File: config.mk
export PLATFORM = sky130hd
export DESIGN_NAME = pipeline_hazard_ctrl_flat
export DESIGN_NICKNAME = d
export VERILOG_FILES = /design/src/rtl/pipeline_hazard_ctrl_if.sv /design/src/rtl/pipeline_hazard_ctrl.sv /design/src/flat_wrapper.sv
export SDC_FILE = /design/constraint.sdc
export NUM_CORES = 1
export LEC_CHECK = 0
export ABC_AREA = 1
export BUFFER_PORTS_ARGS = -buffer_cell sky130_fd_sc_hd__buf_2
export CORE_ASPECT_RATIO = 1.1
export CORE_MARGIN = 3
export CORE_UTILIZATION = 40
export CTS_BUF_LIST = sky130_fd_sc_hd__clkbuf_4 sky130_fd_sc_hd__clkbuf_8
export CTS_CLUSTER_DIAMETER = 50
export CTS_CLUSTER_SIZE = 24
export DETAILED_ROUTE_END_ITERATION = 7
export PLACE_DENSITY = 0.71
export SLEW_MARGIN = 20
export SYNTH_ARGS = -nofsm -noshare
export SYNTH_HDL_FRONTEND = slang
export SYNTH_SLANG_ARGS = --single-unit
File: constraint.sdc
create_clock -name clk -period 4.3 [get_ports clk]
set_clock_uncertainty 0.2 [all_clocks]
set_input_delay 0.215 -clock clk [delete_from_list [all_inputs] [get_ports clk]]
set_output_delay 0.215 -clock clk [all_outputs]
set_load 0.01 [all_outputs]
File: src/rtl/pipeline_hazard_ctrl_if.sv
// Bundle of pipeline control signals between the hazard controller and the CPU top.
// The slave modport is the controller side; the master modport is the CPU/datapath side.
interface pipeline_hazard_ctrl_if #(
    parameter int XLEN  = 32,
    parameter int RA_W  = 5,
    parameter int CNT_W = 32
);
    logic            imem_ready;
    logic            dmem_req;
    logic            dmem_ready;
    logic [RA_W-1:0] id_rs1_addr;
    logic            id_rs1_used;
    logic [RA_W-1:0] id_rs2_addr;
    logic            id_rs2_used;
    logic [RA_W-1:0] ex_rs1_addr;
    logic [RA_W-1:0] ex_rs2_addr;
    logic [RA_W-1:0] ex_rd_addr;
    logic            ex_reg_write;
    logic            ex_mem_read;
    logic [RA_W-1:0] mem_rd_addr;
    logic            mem_reg_write;
    logic [RA_W-1:0] wb_rd_addr;
    logic            wb_reg_write;
    logic            ex_redirect;
    logic [XLEN-1:0] ex_target;

    logic [XLEN-1:0]  pc;
    logic             ifid_en;
    logic             idex_en;
    logic             exmem_en;
    logic             memwb_en;
    logic             ifid_flush;
    logic             idex_flush;
    logic             valid_id;
    logic             valid_ex;
    logic             valid_mem;
    logic             valid_wb;
    logic [1:0]       fwd_a;
    logic [1:0]       fwd_b;
    logic [CNT_W-1:0] cycle_cnt;
    logic [CNT_W-1:0] stall_cnt;
    logic [CNT_W-1:0] flush_cnt;

    modport slave (
        input  imem_ready, dmem_req, dmem_ready,
        input  id_rs1_addr, id_rs1_used, id_rs2_addr, id_rs2_used,
        input  ex_rs1_addr, ex_rs2_addr, ex_rd_addr, ex_reg_write, ex_mem_read,
        input  mem_rd_addr, mem_reg_write, wb_rd_addr, wb_reg_write,
        input  ex_redirect, ex_target,
        output pc, ifid_en, idex_en, exmem_en, memwb_en, ifid_flush, idex_flush,
        output valid_id, valid_ex, valid_mem, valid_wb, fwd_a, fwd_b,
        output cycle_cnt, stall_cnt, flush_cnt
    );

    modport master (
        output imem_ready, dmem_req, dmem_ready,
        output id_rs1_addr, id_rs1_used, id_rs2_addr, id_rs2_used,
        output ex_rs1_addr, ex_rs2_addr, ex_rd_addr, ex_reg_write, ex_mem_read,
        output mem_rd_addr, mem_reg_write, wb_rd_addr, wb_reg_write,
        output ex_redirect, ex_target,
        input  pc, ifid_en, idex_en, exmem_en, memwb_en, ifid_flush, idex_flush,
        input  valid_id, valid_ex, valid_mem, valid_wb, fwd_a, fwd_b,
        input  cycle_cnt, stall_cnt, flush_cnt
    );
endinterface

File: src/rtl/pipeline_hazard_ctrl.sv
// PC, stage-valid and hazard controller for a 5-stage pipeline: load-use interlock,
// forwarding selects, EX redirect with flush, imem/dmem wait states and perf counters.
//
// state     | meaning
// ----------+---------------------------------------------------------------
// ST_BOOT   | first cycle after reset release, nothing fetched, all enables low
// ST_RUN    | normal issue; redirect / load-use / imem wait handled here
// ST_DSTALL | MEM-stage data access outstanding, whole pipeline frozen
module pipeline_hazard_ctrl #(
    parameter int              XLEN     = 32,
    parameter logic [XLEN-1:0] RESET_PC = '0,
    parameter int              RA_W     = 5,
    parameter int              CNT_W    = 32
) (
    input  logic                  clk,
    input  logic                  rst_n,
    pipeline_hazard_ctrl_if.slave bus
);
    typedef enum logic [1:0] {
        ST_BOOT   = 2'd0,
        ST_RUN    = 2'd1,
        ST_DSTALL = 2'd2
    } state_t;

    state_t           state_q, state_d;
    logic [XLEN-1:0]  pc_q, pc_d;
    logic             valid_id_q, valid_ex_q, valid_mem_q, valid_wb_q;
    logic             valid_id_d, valid_ex_d, valid_mem_d, valid_wb_d;
    logic [CNT_W-1:0] cycle_cnt_q, stall_cnt_q, flush_cnt_q;
    logic             cycle_inc, stall_inc, flush_inc;
    logic             ifid_en, idex_en, exmem_en, memwb_en, ifid_flush, idex_flush;
    logic             dmem_wait, redirect, load_use;
    logic [1:0]       fwd_a, fwd_b;

    assign dmem_wait = valid_mem_q & bus.dmem_req & ~bus.dmem_ready;
    assign redirect  = valid_ex_q & bus.ex_redirect;
    assign load_use  = valid_ex_q & bus.ex_mem_read & (bus.ex_rd_addr != '0) & valid_id_q &
                       ((bus.id_rs1_used & (bus.id_rs1_addr == bus.ex_rd_addr)) |
                        (bus.id_rs2_used & (bus.id_rs2_addr == bus.ex_rd_addr)));

    // State, PC, stage valids and perf counters.
    always_ff @(posedge clk or negedge rst_n) begin
        if (!rst_n) begin
            state_q     <= ST_BOOT;
            pc_q        <= RESET_PC;
            valid_id_q  <= 1'b0;
            valid_ex_q  <= 1'b0;
            valid_mem_q <= 1'b0;
            valid_wb_q  <= 1'b0;
            cycle_cnt_q <= '0;
            stall_cnt_q <= '0;
            flush_cnt_q <= '0;
        end else begin
            state_q     <= state_d;
            pc_q        <= pc_d;
            valid_id_q  <= valid_id_d;
            valid_ex_q  <= valid_ex_d;
            valid_mem_q <= valid_mem_d;
            valid_wb_q  <= valid_wb_d;
            cycle_cnt_q <= cycle_cnt_q + {{(CNT_W-1){1'b0}}, cycle_inc};
            stall_cnt_q <= stall_cnt_q + {{(CNT_W-1){1'b0}}, stall_inc};
            flush_cnt_q <= flush_cnt_q + {{(CNT_W-1){1'b0}}, flush_inc};
        end
    end

    // Next state, PC and stage strobes by priority: dmem wait > redirect > load-use > imem wait > normal.
    // The cycle in which a data access completes advances like RUN, so each wait cycle costs exactly one.
    always_comb begin
        state_d    = state_q;
        pc_d       = pc_q;
        ifid_en    = 1'b0;
        idex_en    = 1'b0;
        exmem_en   = 1'b0;
        memwb_en   = 1'b0;
        ifid_flush = 1'b0;
        idex_flush = 1'b0;
        cycle_inc  = 1'b0;
        stall_inc  = 1'b0;
        flush_inc  = 1'b0;
        unique case (state_q)
            ST_BOOT: state_d = ST_RUN;
            ST_RUN, ST_DSTALL: begin
                cycle_inc = 1'b1;
                if (dmem_wait) begin
                    state_d   = ST_DSTALL;
                    stall_inc = 1'b1;
                end else begin
                    state_d  = ST_RUN;
                    idex_en  = 1'b1;
                    exmem_en = 1'b1;
                    memwb_en = 1'b1;
                    if (redirect) begin
                        ifid_en    = 1'b1;
                        ifid_flush = 1'b1;
                        idex_flush = 1'b1;
                        pc_d       = bus.ex_target;
                        flush_inc  = 1'b1;
                    end else if (load_use) begin
                        idex_flush = 1'b1;
                        stall_inc  = 1'b1;
                    end else if (!bus.imem_ready) begin
                        ifid_en    = 1'b1;
                        ifid_flush = 1'b1;
                        stall_inc  = 1'b1;
                    end else begin
                        ifid_en = 1'b1;
                        pc_d    = pc_q + XLEN'(4);
                    end
                end
            end
            default: state_d = ST_BOOT;
        endcase
    end

    // Valid bits follow the stage enables; a flush forces a bubble regardless of enable.
    always_comb begin
        valid_id_d  = ifid_flush ? 1'b0 : (ifid_en ? 1'b1 : valid_id_q);
        valid_ex_d  = idex_flush ? 1'b0 : (idex_en ? valid_id_q : valid_ex_q);
        valid_mem_d = exmem_en ? valid_ex_q : valid_mem_q;
        valid_wb_d  = memwb_en ? valid_mem_q : valid_wb_q;
    end

    // Operand forwarding selects; the younger MEM result beats WB.
    always_comb begin
        fwd_a = 2'b00;
        fwd_b = 2'b00;
        if (valid_mem_q && bus.mem_reg_write && bus.mem_rd_addr != '0 && bus.mem_rd_addr == bus.ex_rs1_addr)
            fwd_a = 2'b01;
        else if (valid_wb_q && bus.wb_reg_write && bus.wb_rd_addr != '0 && bus.wb_rd_addr == bus.ex_rs1_addr)
            fwd_a = 2'b10;
        if (valid_mem_q && bus.mem_reg_write && bus.mem_rd_addr != '0 && bus.mem_rd_addr == bus.ex_rs2_addr)
            fwd_b = 2'b01;
        else if (valid_wb_q && bus.wb_reg_write && bus.wb_rd_addr != '0 && bus.wb_rd_addr == bus.ex_rs2_addr)
            fwd_b = 2'b10;
    end

    assign bus.pc         = pc_q;
    assign bus.ifid_en    = ifid_en;
    assign bus.idex_en    = idex_en;
    assign bus.exmem_en   = exmem_en;
    assign bus.memwb_en   = memwb_en;
    assign bus.ifid_flush = ifid_flush;
    assign bus.idex_flush = idex_flush;
    assign bus.valid_id   = valid_id_q;
    assign bus.valid_ex   = valid_ex_q;
    assign bus.valid_mem  = valid_mem_q;
    assign bus.valid_wb   = valid_wb_q;
    assign bus.fwd_a      = fwd_a;
    assign bus.fwd_b      = fwd_b;
    assign bus.cycle_cnt  = cycle_cnt_q;
    assign bus.stall_cnt  = stall_cnt_q;
    assign bus.flush_cnt  = flush_cnt_q;
endmodule

File: src/flat_wrapper.sv
// flat-port wrapper written by rule: the top's interface ports become plain ports
module pipeline_hazard_ctrl_flat 
#(
    parameter int              XLEN     = 32,
    parameter logic [XLEN-1:0] RESET_PC = '0,
    parameter int              RA_W     = 5,
    parameter int              CNT_W    = 32
)
  (clk, rst_n, bus_imem_ready, bus_dmem_req, bus_dmem_ready, bus_id_rs1_addr, bus_id_rs1_used, bus_id_rs2_addr, bus_id_rs2_used, bus_ex_rs1_addr, bus_ex_rs2_addr, bus_ex_rd_addr, bus_ex_reg_write, bus_ex_mem_read, bus_mem_rd_addr, bus_mem_reg_write, bus_wb_rd_addr, bus_wb_reg_write, bus_ex_redirect, bus_ex_target, bus_pc, bus_ifid_en, bus_idex_en, bus_exmem_en, bus_memwb_en, bus_ifid_flush, bus_idex_flush, bus_valid_id, bus_valid_ex, bus_valid_mem, bus_valid_wb, bus_fwd_a, bus_fwd_b, bus_cycle_cnt, bus_stall_cnt, bus_flush_cnt);
  pipeline_hazard_ctrl_if #(.XLEN(XLEN), .RA_W(RA_W), .CNT_W(CNT_W)) bus_i ();
  input  logic clk;
  input  logic rst_n;
  input wire logic [$bits(bus_i.imem_ready)-1:0] bus_imem_ready;
  input wire logic [$bits(bus_i.dmem_req)-1:0] bus_dmem_req;
  input wire logic [$bits(bus_i.dmem_ready)-1:0] bus_dmem_ready;
  input wire logic [$bits(bus_i.id_rs1_addr)-1:0] bus_id_rs1_addr;
  input wire logic [$bits(bus_i.id_rs1_used)-1:0] bus_id_rs1_used;
  input wire logic [$bits(bus_i.id_rs2_addr)-1:0] bus_id_rs2_addr;
  input wire logic [$bits(bus_i.id_rs2_used)-1:0] bus_id_rs2_used;
  input wire logic [$bits(bus_i.ex_rs1_addr)-1:0] bus_ex_rs1_addr;
  input wire logic [$bits(bus_i.ex_rs2_addr)-1:0] bus_ex_rs2_addr;
  input wire logic [$bits(bus_i.ex_rd_addr)-1:0] bus_ex_rd_addr;
  input wire logic [$bits(bus_i.ex_reg_write)-1:0] bus_ex_reg_write;
  input wire logic [$bits(bus_i.ex_mem_read)-1:0] bus_ex_mem_read;
  input wire logic [$bits(bus_i.mem_rd_addr)-1:0] bus_mem_rd_addr;
  input wire logic [$bits(bus_i.mem_reg_write)-1:0] bus_mem_reg_write;
  input wire logic [$bits(bus_i.wb_rd_addr)-1:0] bus_wb_rd_addr;
  input wire logic [$bits(bus_i.wb_reg_write)-1:0] bus_wb_reg_write;
  input wire logic [$bits(bus_i.ex_redirect)-1:0] bus_ex_redirect;
  input wire logic [$bits(bus_i.ex_target)-1:0] bus_ex_target;
  output wire logic [$bits(bus_i.pc)-1:0] bus_pc;
  output wire logic [$bits(bus_i.ifid_en)-1:0] bus_ifid_en;
  output wire logic [$bits(bus_i.idex_en)-1:0] bus_idex_en;
  output wire logic [$bits(bus_i.exmem_en)-1:0] bus_exmem_en;
  output wire logic [$bits(bus_i.memwb_en)-1:0] bus_memwb_en;
  output wire logic [$bits(bus_i.ifid_flush)-1:0] bus_ifid_flush;
  output wire logic [$bits(bus_i.idex_flush)-1:0] bus_idex_flush;
  output wire logic [$bits(bus_i.valid_id)-1:0] bus_valid_id;
  output wire logic [$bits(bus_i.valid_ex)-1:0] bus_valid_ex;
  output wire logic [$bits(bus_i.valid_mem)-1:0] bus_valid_mem;
  output wire logic [$bits(bus_i.valid_wb)-1:0] bus_valid_wb;
  output wire logic [$bits(bus_i.fwd_a)-1:0] bus_fwd_a;
  output wire logic [$bits(bus_i.fwd_b)-1:0] bus_fwd_b;
  output wire logic [$bits(bus_i.cycle_cnt)-1:0] bus_cycle_cnt;
  output wire logic [$bits(bus_i.stall_cnt)-1:0] bus_stall_cnt;
  output wire logic [$bits(bus_i.flush_cnt)-1:0] bus_flush_cnt;
  assign bus_i.imem_ready = bus_imem_ready;
  assign bus_i.dmem_req = bus_dmem_req;
  assign bus_i.dmem_ready = bus_dmem_ready;
  assign bus_i.id_rs1_addr = bus_id_rs1_addr;
  assign bus_i.id_rs1_used = bus_id_rs1_used;
  assign bus_i.id_rs2_addr = bus_id_rs2_addr;
  assign bus_i.id_rs2_used = bus_id_rs2_used;
  assign bus_i.ex_rs1_addr = bus_ex_rs1_addr;
  assign bus_i.ex_rs2_addr = bus_ex_rs2_addr;
  assign bus_i.ex_rd_addr = bus_ex_rd_addr;
  assign bus_i.ex_reg_write = bus_ex_reg_write;
  assign bus_i.ex_mem_read = bus_ex_mem_read;
  assign bus_i.mem_rd_addr = bus_mem_rd_addr;
  assign bus_i.mem_reg_write = bus_mem_reg_write;
  assign bus_i.wb_rd_addr = bus_wb_rd_addr;
  assign bus_i.wb_reg_write = bus_wb_reg_write;
  assign bus_i.ex_redirect = bus_ex_redirect;
  assign bus_i.ex_target = bus_ex_target;
  assign bus_pc = bus_i.pc;
  assign bus_ifid_en = bus_i.ifid_en;
  assign bus_idex_en = bus_i.idex_en;
  assign bus_exmem_en = bus_i.exmem_en;
  assign bus_memwb_en = bus_i.memwb_en;
  assign bus_ifid_flush = bus_i.ifid_flush;
  assign bus_idex_flush = bus_i.idex_flush;
  assign bus_valid_id = bus_i.valid_id;
  assign bus_valid_ex = bus_i.valid_ex;
  assign bus_valid_mem = bus_i.valid_mem;
  assign bus_valid_wb = bus_i.valid_wb;
  assign bus_fwd_a = bus_i.fwd_a;
  assign bus_fwd_b = bus_i.fwd_b;
  assign bus_cycle_cnt = bus_i.cycle_cnt;
  assign bus_stall_cnt = bus_i.stall_cnt;
  assign bus_flush_cnt = bus_i.flush_cnt;
  pipeline_hazard_ctrl #(.XLEN(XLEN), .RESET_PC(RESET_PC), .RA_W(RA_W), .CNT_W(CNT_W)) u_core (.clk(clk), .rst_n(rst_n), .bus(bus_i));
endmodule
==> impl_metrics.yaml, run 1 <==
run_status:
  status: "finished clean"
synth:
  synth_top_area_share_pct: 42.3
  synth-main-ff-cell: "dfrtp_1"
  synth_area_mm2: 0.00793
  ys_warn_count: 0
  synth_cell_types: 38
  yosys-top-cells-area: "dfrtp_1 42%, nand2_1 17%, xor2_1 7.5%, nor2_1 5.8%, xnor2_1 5.3%"
  synthCells: 1037
  synth_edf_count: 0
  postSynthAreaPerCell_um2: 7.65
  syn_nets: 1125
  ys_ff_latch: 134
  synth.yosys.seq_area_share_pct: 42.3
  synthArstFlopShare_pct: 100
  synth_largest_area_cell: "dfrtp_1"
detailed_routing:
  drt_iter0_drc: 397
  drc: 0
  via_count: 7634
  ant_nets: 0
  vias_per_cell: 4.90
  wl_per_cell_um: 14.2
  totalWireLength_um: 22200
  dr.pass1.iters: 5
sta:
  finalCritPeriodShare_pct: 74.3
  rsz0062_at_grt: "no"
  fmax_mhz: 313
  finalSetupTns_ps: 0
  hold_viol_final: 0
  layout_min_cycle_time_ps: 3200
  slew_headroom_pct: 32.5
  report.final.slew_viol_count: 0
  setup-violations-final: 0
  worst_pin_slew_ps: 1010
setup_path:
  startpoint_type: "flop"
  r2r_start: "u_core.bus.valid_ex"
  cp.arrival_ps: 3360
  r2r-end: "u_core.bus.stall_cnt[24]"
  required_ps: 4460
  path_class: "flop to flop"
  crit_fanout: 30
  r2r_setup_slack_ps: 1100
  rr_worst_depth: 15
  crit_path_start: "u_core.bus.valid_ex"
  cp-end-kind: "flop"
layout:
  multi_input_area_mm2: 0.00417
  n_fill_cell: 1887
  ff_latch_area_mm2: 0.00335
  diodes: 0
  drive_gt1_share_pct: 22.2
  area_growth_pct: 26.9
  layout.nets: 1387
  instances_no_fill: 1559
placement:
  placed_cells: 1492
  dp_hpwl_um: 16800
  gp_congestion: 0.881
  io_buffers: 219
pwr:
  seqPwrFrac_pct: 41.3
  combPwrFrac_pct: 31.7
  vdd_ir_drop_max_mv: 0.251
  power.density_mw_per_mm2: 439
  leakage_nw: 5.24
  switchingPower_w: 0.00173
  intPower_w: 0.00269
  netSwitchingFraction_pct: 39.1
  clkPwrFrac_pct: 27.0
grt:
  grtUsageTotal_pct: 20.5
  grt_overflow: 0
  grt_max_degree: 78
  grt_pass1_vias: 7385
  antenna_found_initial: 0
  grt_pass1_wl_um: 36400
worst_hold_path:
  min_from: "bus_dmem_req"
  hold_path.class: "primary input to flop"
  whs_path_depth: 5
  hold-path-endpoint: "u_core.state_q[1]"
clocking:
  cts-resized-gates: 0
  clk_pin_slew_worst_paths_ps: 80
  cts_tree: "built"
  clock_path_buffers: 2
  numCtsBuffers: 17
  cts_hold_buf: 35
  cts_sinks: 134
  clock_latency_ps: 440
  postCtsSetupBuffers: 0
  htreeDepth: 4
  cts_root_buf: "clkbuf_8"
floorplan:
  ios: 221
  die_w_um: 140
  initial_core_util_pct: 41.1
  die-area_mm2: 0.0216
  core_mm2: 0.0193
  rows: 53
  die_y_um: 154
job:
  maxCapViolCount: 0
synth_stat cells (11+ instances only):
master and instances:
nand3_1 45, dfrtp_1 134, xor2_1 68, nor2_1 123, nor2_2 12, inv_1 82, nand2_1 358, nand4_1 28
xnor2_1 48, nand3b_1 11, nor3_1 37, o21ai_0 15
per-layer routing:
metal  up-vias  wire length [um]  GRT usage, %
met5         -                 0             0
met4         0               395          6.69
met3        31              1200          4.11
met2       217             10800          34.7
met1      3565              9770          26.4
li1       3821                 -             -
cells in the final DEF (no fill, tap or decap), types with 17 or more instances in the layout:
master	netlist	routed
buf_2	1	218
clkbuf_8	0	17
dfrtp_1	134	134
dlygate4sd3_1	0	35
inv_1	82	82
nand2_1	358	358
nand3_1	45	45
nand4_1	28	28
nor2_1	123	123
nor3_1	37	37
xnor2_1	48	48
xor2_1	68	68
worst max-delay path, cell delays in order (launching register included):
cell	delay, ps
dfrtp_1	440
nand2_1	90
buf_4	310
inv_1	100
nor2_1	160
inv_1	80
a31oi_1	240
ha_1	240
ha_1	190
nand2_1	90
nor2_2	200
nand4_4	190
nor2_4	160
nand3_1	120
nor2_1	160
xor2_1	170
metrics by stage:
| step | hold WS, ps | instance area (um^2) | worst slack, ps | total power, W | utilization (%) |
|---|---|---|---|---|---|
| after global routing | 35.4 | 10100 | 775 | 0.00473 | 52.2 |
| after CTS | 0.235 | 10100 | 1010 | 0.00448 | 52.2 |
| after floorplan | -281 | 7930 | 1600 | 0.00268 | - |
| after detailed placement | 111 | 9280 | 1020 | 0.00324 | 48.1 |
| after global placement | 106 | 9280 | 1120 | 0.00320 | 48.1 |
| final | 29.3 | 10100 | 1100 | 0.00442 | 52.2 |
power groups by stage:
stage / logic [W] / registers (W) / clock network [W]
finish: 0.00140 / 0.00182 / 0.00120
detailed placement: 0.00140 / 0.00185 / 0
CTS: 0.00143 / 0.00182 / 0.00123
global placement: 0.00137 / 0.00183 / 0
floorplan: 0.000815 / 0.00186 / 0
global route: 0.00158 / 0.00187 / 0.00129
worst max path at each step:
stage / to / slack, ps / cells after the start
finish: u_core.bus.stall_cnt[24] / 1100 / 15
CTS: u_core.bus.stall_cnt[24] / 1010 / 15
global route: u_core.bus.stall_cnt[24] / 770 / 15
global placement: u_core.bus.stall_cnt[30] / 1120 / 16
floorplan: u_core.bus.flush_cnt[28] / 1600 / 14
detailed placement: u_core.bus.stall_cnt[24] / 1020 / 15
kinds of logic (layout without fill, tap and decap cells):
kind of cell,count (synthesis),after routing,synth area share (%)
buffers and inverters,98,373,5.17
AOI/OAI and AO/OA,26,26,1.75
and+or+nand+nor,651,651,36.2
xor gates and xnor gates,116,116,12.8
adders and majority gates,9,9,1.42
DFF,134,134,42.3
muxes,3,3,0.379
flip-flops by register name, indices dropped and copies added, names as in the netlist:
name and cells:
u_core.bus.cycle_cnt 32, u_core.bus.flush_cnt 32, u_core.bus.pc 32, u_core.bus.stall_cnt 32, u_core.bus.valid_ex 1, u_core.bus.valid_id 1
u_core.bus.valid_mem 1, u_core.bus.valid_wb 1, u_core.state_q 2
layout make-up:
cell class | count | area share, %
well taps | 247 | 3.07
clock buffers | 19 | 2.47
flip-flops and latches | 134 | 33.3
repair buffers | 258 | 14.7
clock inverters | 13 | 1.91
multi-input cells | 805 | 41.4
inverters | 83 | 3.09
Note: power is estimated with default switching activity, not from simulation.
==> run 2: changes to the inputs <==
clock period = 3.01 ns   (was 4.3 ns; I/O delays follow)
==> run 2 against run 1 <==
Effect of this change: sequential share of layout area decreased by 0.44 points; utilization increased by 0.70 points; clock power increased by 42%; critical endpoint is now u_core.bus.stall_cnt[30]; hold slack improved by 1.6 ps; die area unchanged; count of clock-buffer cells in the layout unchanged.
==> impl_metrics.yaml, run 2 (synthesis gave the netlist of run 1 again) <==
floorplan:
  die_y_um: 154
  initial_core_util_pct: 41.1
  die_w_um: 140
  ios: 221
  core_mm2: 0.0193
  rows: 53
  die-area_mm2: 0.0216
sta:
  fmax_mhz: 356
  hold_viol_final: 0
  hold_slack_ps: 30.8
  layout_min_cycle_time_ps: 2810
  report.final.slew_viol_count: 0
  finalCritPeriodShare_pct: 93.2
  worst_pin_slew_ps: 620
  finalSetupTns_ps: 0
  setup-violations-final: 0
  slew_headroom_pct: 58.3
detailed_routing:
  totalWireLength_um: 22300
  drc: 0
  vias_per_cell: 4.87
  drt_iter0_drc: 431
  via_count: 7649
  wl_per_cell_um: 14.2
  dr.pass1.iters: 5
  ant_nets: 0
pwr:
  clkPwrFrac_pct: 26.6
  vdd_ir_drop_max_mv: 0.328
  leakage_nw: 5.30
  switchingPower_w: 0.00248
  netSwitchingFraction_pct: 38.8
  combPwrFrac_pct: 32.8
  power.density_mw_per_mm2: 627
  intPower_w: 0.00391
  seqPwrFrac_pct: 40.7
grt:
  grt_pass1_vias: 7462
  grt_overflow: 0
  grtUsageTotal_pct: 20.9
  antenna_found_initial: 0
  grt_pass1_wl_um: 36900
  grt_max_degree: 63
setup_path:
  crit_path_cell_trace: "and3_4 > o21ai_1 > inv_1 > nand3_2 > a31oi_2 > ha_2 > ha_1 > nand2_1 > nor2_4 > nand4_4 > nor2_4 > nand2_2 > nor2_2 > nand2_1 > xnor2_1"
  crit_path_start: "u_core.bus.valid_id"
  crit_buf_inv: 1
  crit_path_top_delay_cell: "dfrtp_1"
  r2r-end: "u_core.bus.stall_cnt[30]"
  startpoint_type: "flop"
  cp-end-kind: "flop"
  r2r_start: "u_core.bus.valid_id"
  path_class: "flop to flop"
  r2r_setup_slack_ps: 200
  rr_worst_depth: 15
  cp-endpoint: "u_core.bus.stall_cnt[30]"
  path_depth: 15
  cp.arrival_ps: 2940
  required_ps: 3140
  cp_top_family: "simple AND/OR/NAND/NOR gates"
  crit_fanout: 5
  max_stage_delay_ps: 420
layout:
  area_growth_pct: 28.6
  layout.nets: 1398
  instances_no_fill: 1570
  layout_common_cells: "357 x nand2_1, 218 x buf_2, 134 x dfrtp_1"
  diodes: 0
  drive_gt1_share_pct: 23.4
  final_common_cell: "nand2_1"
placement:
  dp_hpwl_um: 16800
  placed_cells: 1498
  gp_congestion: 0.906
  io_buffers: 219
clocking:
  numCtsBuffers: 17
  cts_sinks: 134
  htreeDepth: 4
  cts_root_buf: "clkbuf_8"
  cts_tree: "built"
  clk_pin_slew_worst_paths_ps: 80
  clock_path_buffers: 2
  clock_latency_ps: 440
job:
  maxCapViolCount: 0
worst_hold_path:
  hold_path.class: "primary input to async pin"
run_status:
  status: "finished clean"
==> run 2: area by class of cell <==
class	instances	area (um^2)
clock inverter	13	194
inverter	83	312
sequential	134	3350
fill	1850	9090
multi-input combinational	805	4210
tap	247	309
clock buffer	19	249
timing repair buffer	269	1580
==> run 2: timing repair <==
item,4_1_cts,5_1_grt
gates resized for setup,0,9
endpoints found under the setup margin,0,12
hold buffers,36,0
setup buffers,0,4
endpoints found under the hold margin,158,0
==> run 2: stage by stage <==
stage / area [um^2] / worst slack, ps / util (%) / power (W)
finish: 10200 / 205 / 52.9 / 0.00639
global route: 10200 / -2.27 / 52.9 / 0.00685
CTS: 10100 / 33.3 / 52.5 / 0.00643
detailed placement: 9330 / 37.3 / 48.4 / 0.00467
global placement: 9330 / 94.4 / 48.4 / 0.00461
floorplan: 7930 / 309 / - / 0.00383
==> run 2: how the worst min path moves through the flow <==
| stage | cells past startpoint | end | slack [ps] |
|---|---|---|---|
| final | 2 | u_core.bus.cycle_cnt[31] | 30 |
| after global routing | 2 | u_core.bus.cycle_cnt[18] | 50 |
| after CTS | 6 | u_core.bus.valid_ex | 30 |
| after detailed placement | 1 | u_core.bus.cycle_cnt[20] | -40 |
| after global placement | 1 | u_core.bus.cycle_cnt[20] | -40 |
| after floorplan | 0 | u_core.bus.cycle_cnt[0] | -350 |
==> run 2: layer usage <==
layer | vias up | part of all wire (%) | GRT usage [%]
met3 | 31 | 6.0 | 3.98
met5 | - | 0 | 0
met1 | 3544 | 43 | 26.5
met4 | 0 | 1.8 | 6.92
li1 | 3844 | - | -
met2 | 230 | 49 | 35.7
==> run 2: power by group through the flow <==
stage / clock, W / sequential, W / combinational (W)
3_5_place_dp: 0 / 0.00264 / 0.00203
5_1_grt: 0.00182 / 0.00267 / 0.00236
4_1_cts: 0.00175 / 0.00260 / 0.00208
3_3_place_gp: 0 / 0.00262 / 0.00199
6_report: 0.00170 / 0.00260 / 0.00209
2_1_floorplan: 0 / 0.00266 / 0.00116
==> run 2: worst register-to-register path, cell delays in order (launching register included) <==
cell,delay (ps)
dfrtp_1,420
and3_4,220
o21ai_1,90
inv_1,100
nand3_2,120
a31oi_2,160
ha_2,210
ha_1,180
nand2_1,110
nor2_4,150
nand4_4,160
nor2_4,170
nand2_2,80
nor2_2,130
nand2_1,80
xnor2_1,120
==> run 3: changes to the inputs <==
clock period = 2.6 ns   (was 3.01 ns; I/O delays follow)
==> run 3 against run 2 <==
Effect of this change: hold slack improved by 25 ps; global-route usage rose by 0.38 points; largest cell class unchanged; cell count rose by 2.4%.
==> impl_metrics.yaml, run 3 (synthesis gave the netlist of run 1 again) <==
run_status:
  status: "finished clean"
placement:
  pre_cts_ws_ps: -164
  gp_congestion: 0.928
  io_buffers: 219
  dp_hpwl_um: 17500
clocking:
  clk_pin_slew_worst_paths_ps: 80
  cts_root_buf: "clkbuf_8"
  cts_sinks: 134
  clock_latency_ps: 440
  numCtsBuffers: 17
  clock_path_buffers: 2
  htreeDepth: 4
  cts_tree: "built"
setup_path:
  path_class: "flop to flop"
  r2r_setup_slack_ps: 4
  crit_buf_inv: 3
  max_stage_delay_ps: 370
  cp_top_family: "simple AND/OR/NAND/NOR gates"
  crit_path_cell_trace: "inv_2 > ha_4 > inv_6 > buf_4 > a31oi_4 > ha_4 > ha_4 > nand2_4 > nor2_4 > nand4_4 > nor2_4 > nand2_2 > nor2_4 > nand2_2 > xnor2_1"
  crit_path_start: "u_core.state_q[0]"
  cp.arrival_ps: 2720
  cp-end-kind: "flop"
  r2r-end: "u_core.bus.stall_cnt[30]"
  r2r_start: "u_core.state_q[0]"
  startpoint_type: "flop"
  crit_path_top_delay_cell: "dfrtp_1"
  required_ps: 2730
  cp-endpoint: "u_core.bus.stall_cnt[30]"
  path_depth: 15
  rr_worst_depth: 15
  crit_fanout: 4
pwr:
  vdd_ir_drop_max_mv: 0.391
  clkPwrFrac_pct: 23.7
  power.density_mw_per_mm2: 701
  intPower_w: 0.00444
  combPwrFrac_pct: 35.3
  seqPwrFrac_pct: 41.0
  switchingPower_w: 0.00299
  leakage_nw: 5.49
  netSwitchingFraction_pct: 40.2
grt:
  grt_pass1_vias: 7699
  grt_max_degree: 69
  grtUsageTotal_pct: 21.2
  grt_pass1_wl_um: 37800
  grt_overflow: 0
  antenna_found_initial: 1
detailed_routing:
  drt_iter0_drc: 465
  vias_per_cell: 4.94
  via_count: 7946
  ant_nets: 0
  dr.pass1.iters: 5
  totalWireLength_um: 23200
  wl_per_cell_um: 14.4
  drc: 0
sta:
  rsz0062_at_grt: "yes"
  report.final.slew_viol_count: 0
  finalCritPeriodShare_pct: 99.8
  layout_min_cycle_time_ps: 2600
  hold_viol_final: 0
  worst_pin_slew_ps: 676
  fmax_mhz: 385
  setup-violations-final: 0
  final.setup.worst_slack_ps: 4.13
  slew_headroom_pct: 54.9
floorplan:
  die_w_um: 140
  core_mm2: 0.0193
  die_y_um: 154
  ios: 221
  rows: 53
  initial_core_util_pct: 41.1
  die-area_mm2: 0.0216
job:
  maxCapViolCount: 0
worst_hold_path:
  hold_path.class: "primary input to flop"
layout:
  layout_common_cells: "353 x nand2_1, 218 x buf_2, 134 x dfrtp_1"
  layout.nets: 1436
  final_common_cell: "nand2_1"
  area_growth_pct: 33.6
  drive_gt1_share_pct: 26.7
  final_util_pct: 54.9
[run 3: cell count changes in the layout (fill, tap and decap cells not counted), moves of 4 or more]
| cell | before | now |
|---|---|---|
| ha_4 | 0 | 4 |
| nand2_1 | 357 | 353 |
| nor2_1 | 123 | 119 |
| nor2_4 | 3 | 7 |
| buf_4 | 13 | 49 |
[run 3: cell type report]
| type | instances | area (um^2) |
|---|---|---|
| clock buffer | 18 | 241 |
| timing repair buffer | 307 | 1870 |
| multi-input combinational | 805 | 4350 |
| sequential | 134 | 3350 |
| inverter | 83 | 317 |
| tap | 247 | 309 |
| antenna | 1 | 2.50 |
| clock inverter | 13 | 150 |
| fill | 1804 | 8700 |
[run 3: worst min-delay path by stage]
stage	from	slack (ps)	endpoint	cells past startpoint
final	bus_ex_redirect	60	u_core.bus.pc[31]	7
after global placement	rst_n	-10	u_core.bus.flush_cnt[16]	1
after detailed placement	rst_n	-3	u_core.bus.flush_cnt[16]	1
after CTS	bus_ex_mem_read	20	u_core.bus.valid_ex	7
after global routing	rst_n	100	u_core.bus.flush_cnt[9]	2
after floorplan	rst_n	-370	u_core.bus.cycle_cnt[0]	0
[run 3: per-layer routing]
layer / routed length [um] / vias to the layer above / track usage [%]
met3: 1200 / 35 / 3.39
met5: 0 / - / 0
met2: 11400 / 268 / 35.4
met1: 10100 / 3719 / 27.9
met4: 520 / 0 / 7.61
li1: - / 3924 / -
[run 3: what timing repair did]
action                                  CTS  global route
endpoints found under the setup margin   20            31
gates cloned                              0             0
resized for setup                         4            37
hold buffers                             36             0
buffers inserted                          1            10
endpoints found under the hold margin   119             0
pin swaps                                 2            13
[run 3: stage by stage]
step                power [W]  hold slack, ps  cells  cell area, um^2  setup TNS (ps)
floorplan             0.00443            -366   1037             7940           -4.26
global placement      0.00542           -9.74   1530             9580            -224
detailed placement    0.00550           -3.13   1530             9580            -969
CTS                   0.00736            22.0   1598            10400           -6.84
global route          0.00797            98.0   1608            10600           -1120
finish                0.00743            55.9   1608            10600               0
[run 3: power by group through the flow]
stage	Clock (W)	Combinational, W	Sequential [W]
after global placement	0	0.00239	0.00304
after detailed placement	0	0.00245	0.00305
after global routing	0.00190	0.00297	0.00311
final	0.00176	0.00262	0.00304
after floorplan	0	0.00135	0.00308
after CTS	0.00182	0.00254	0.00301
[run 3: tightest hold or removal path, delay by kind of cell]
family,cells,cell delay [ps]
buffers and inverters,2,250
and+or+nand+nor,5,270
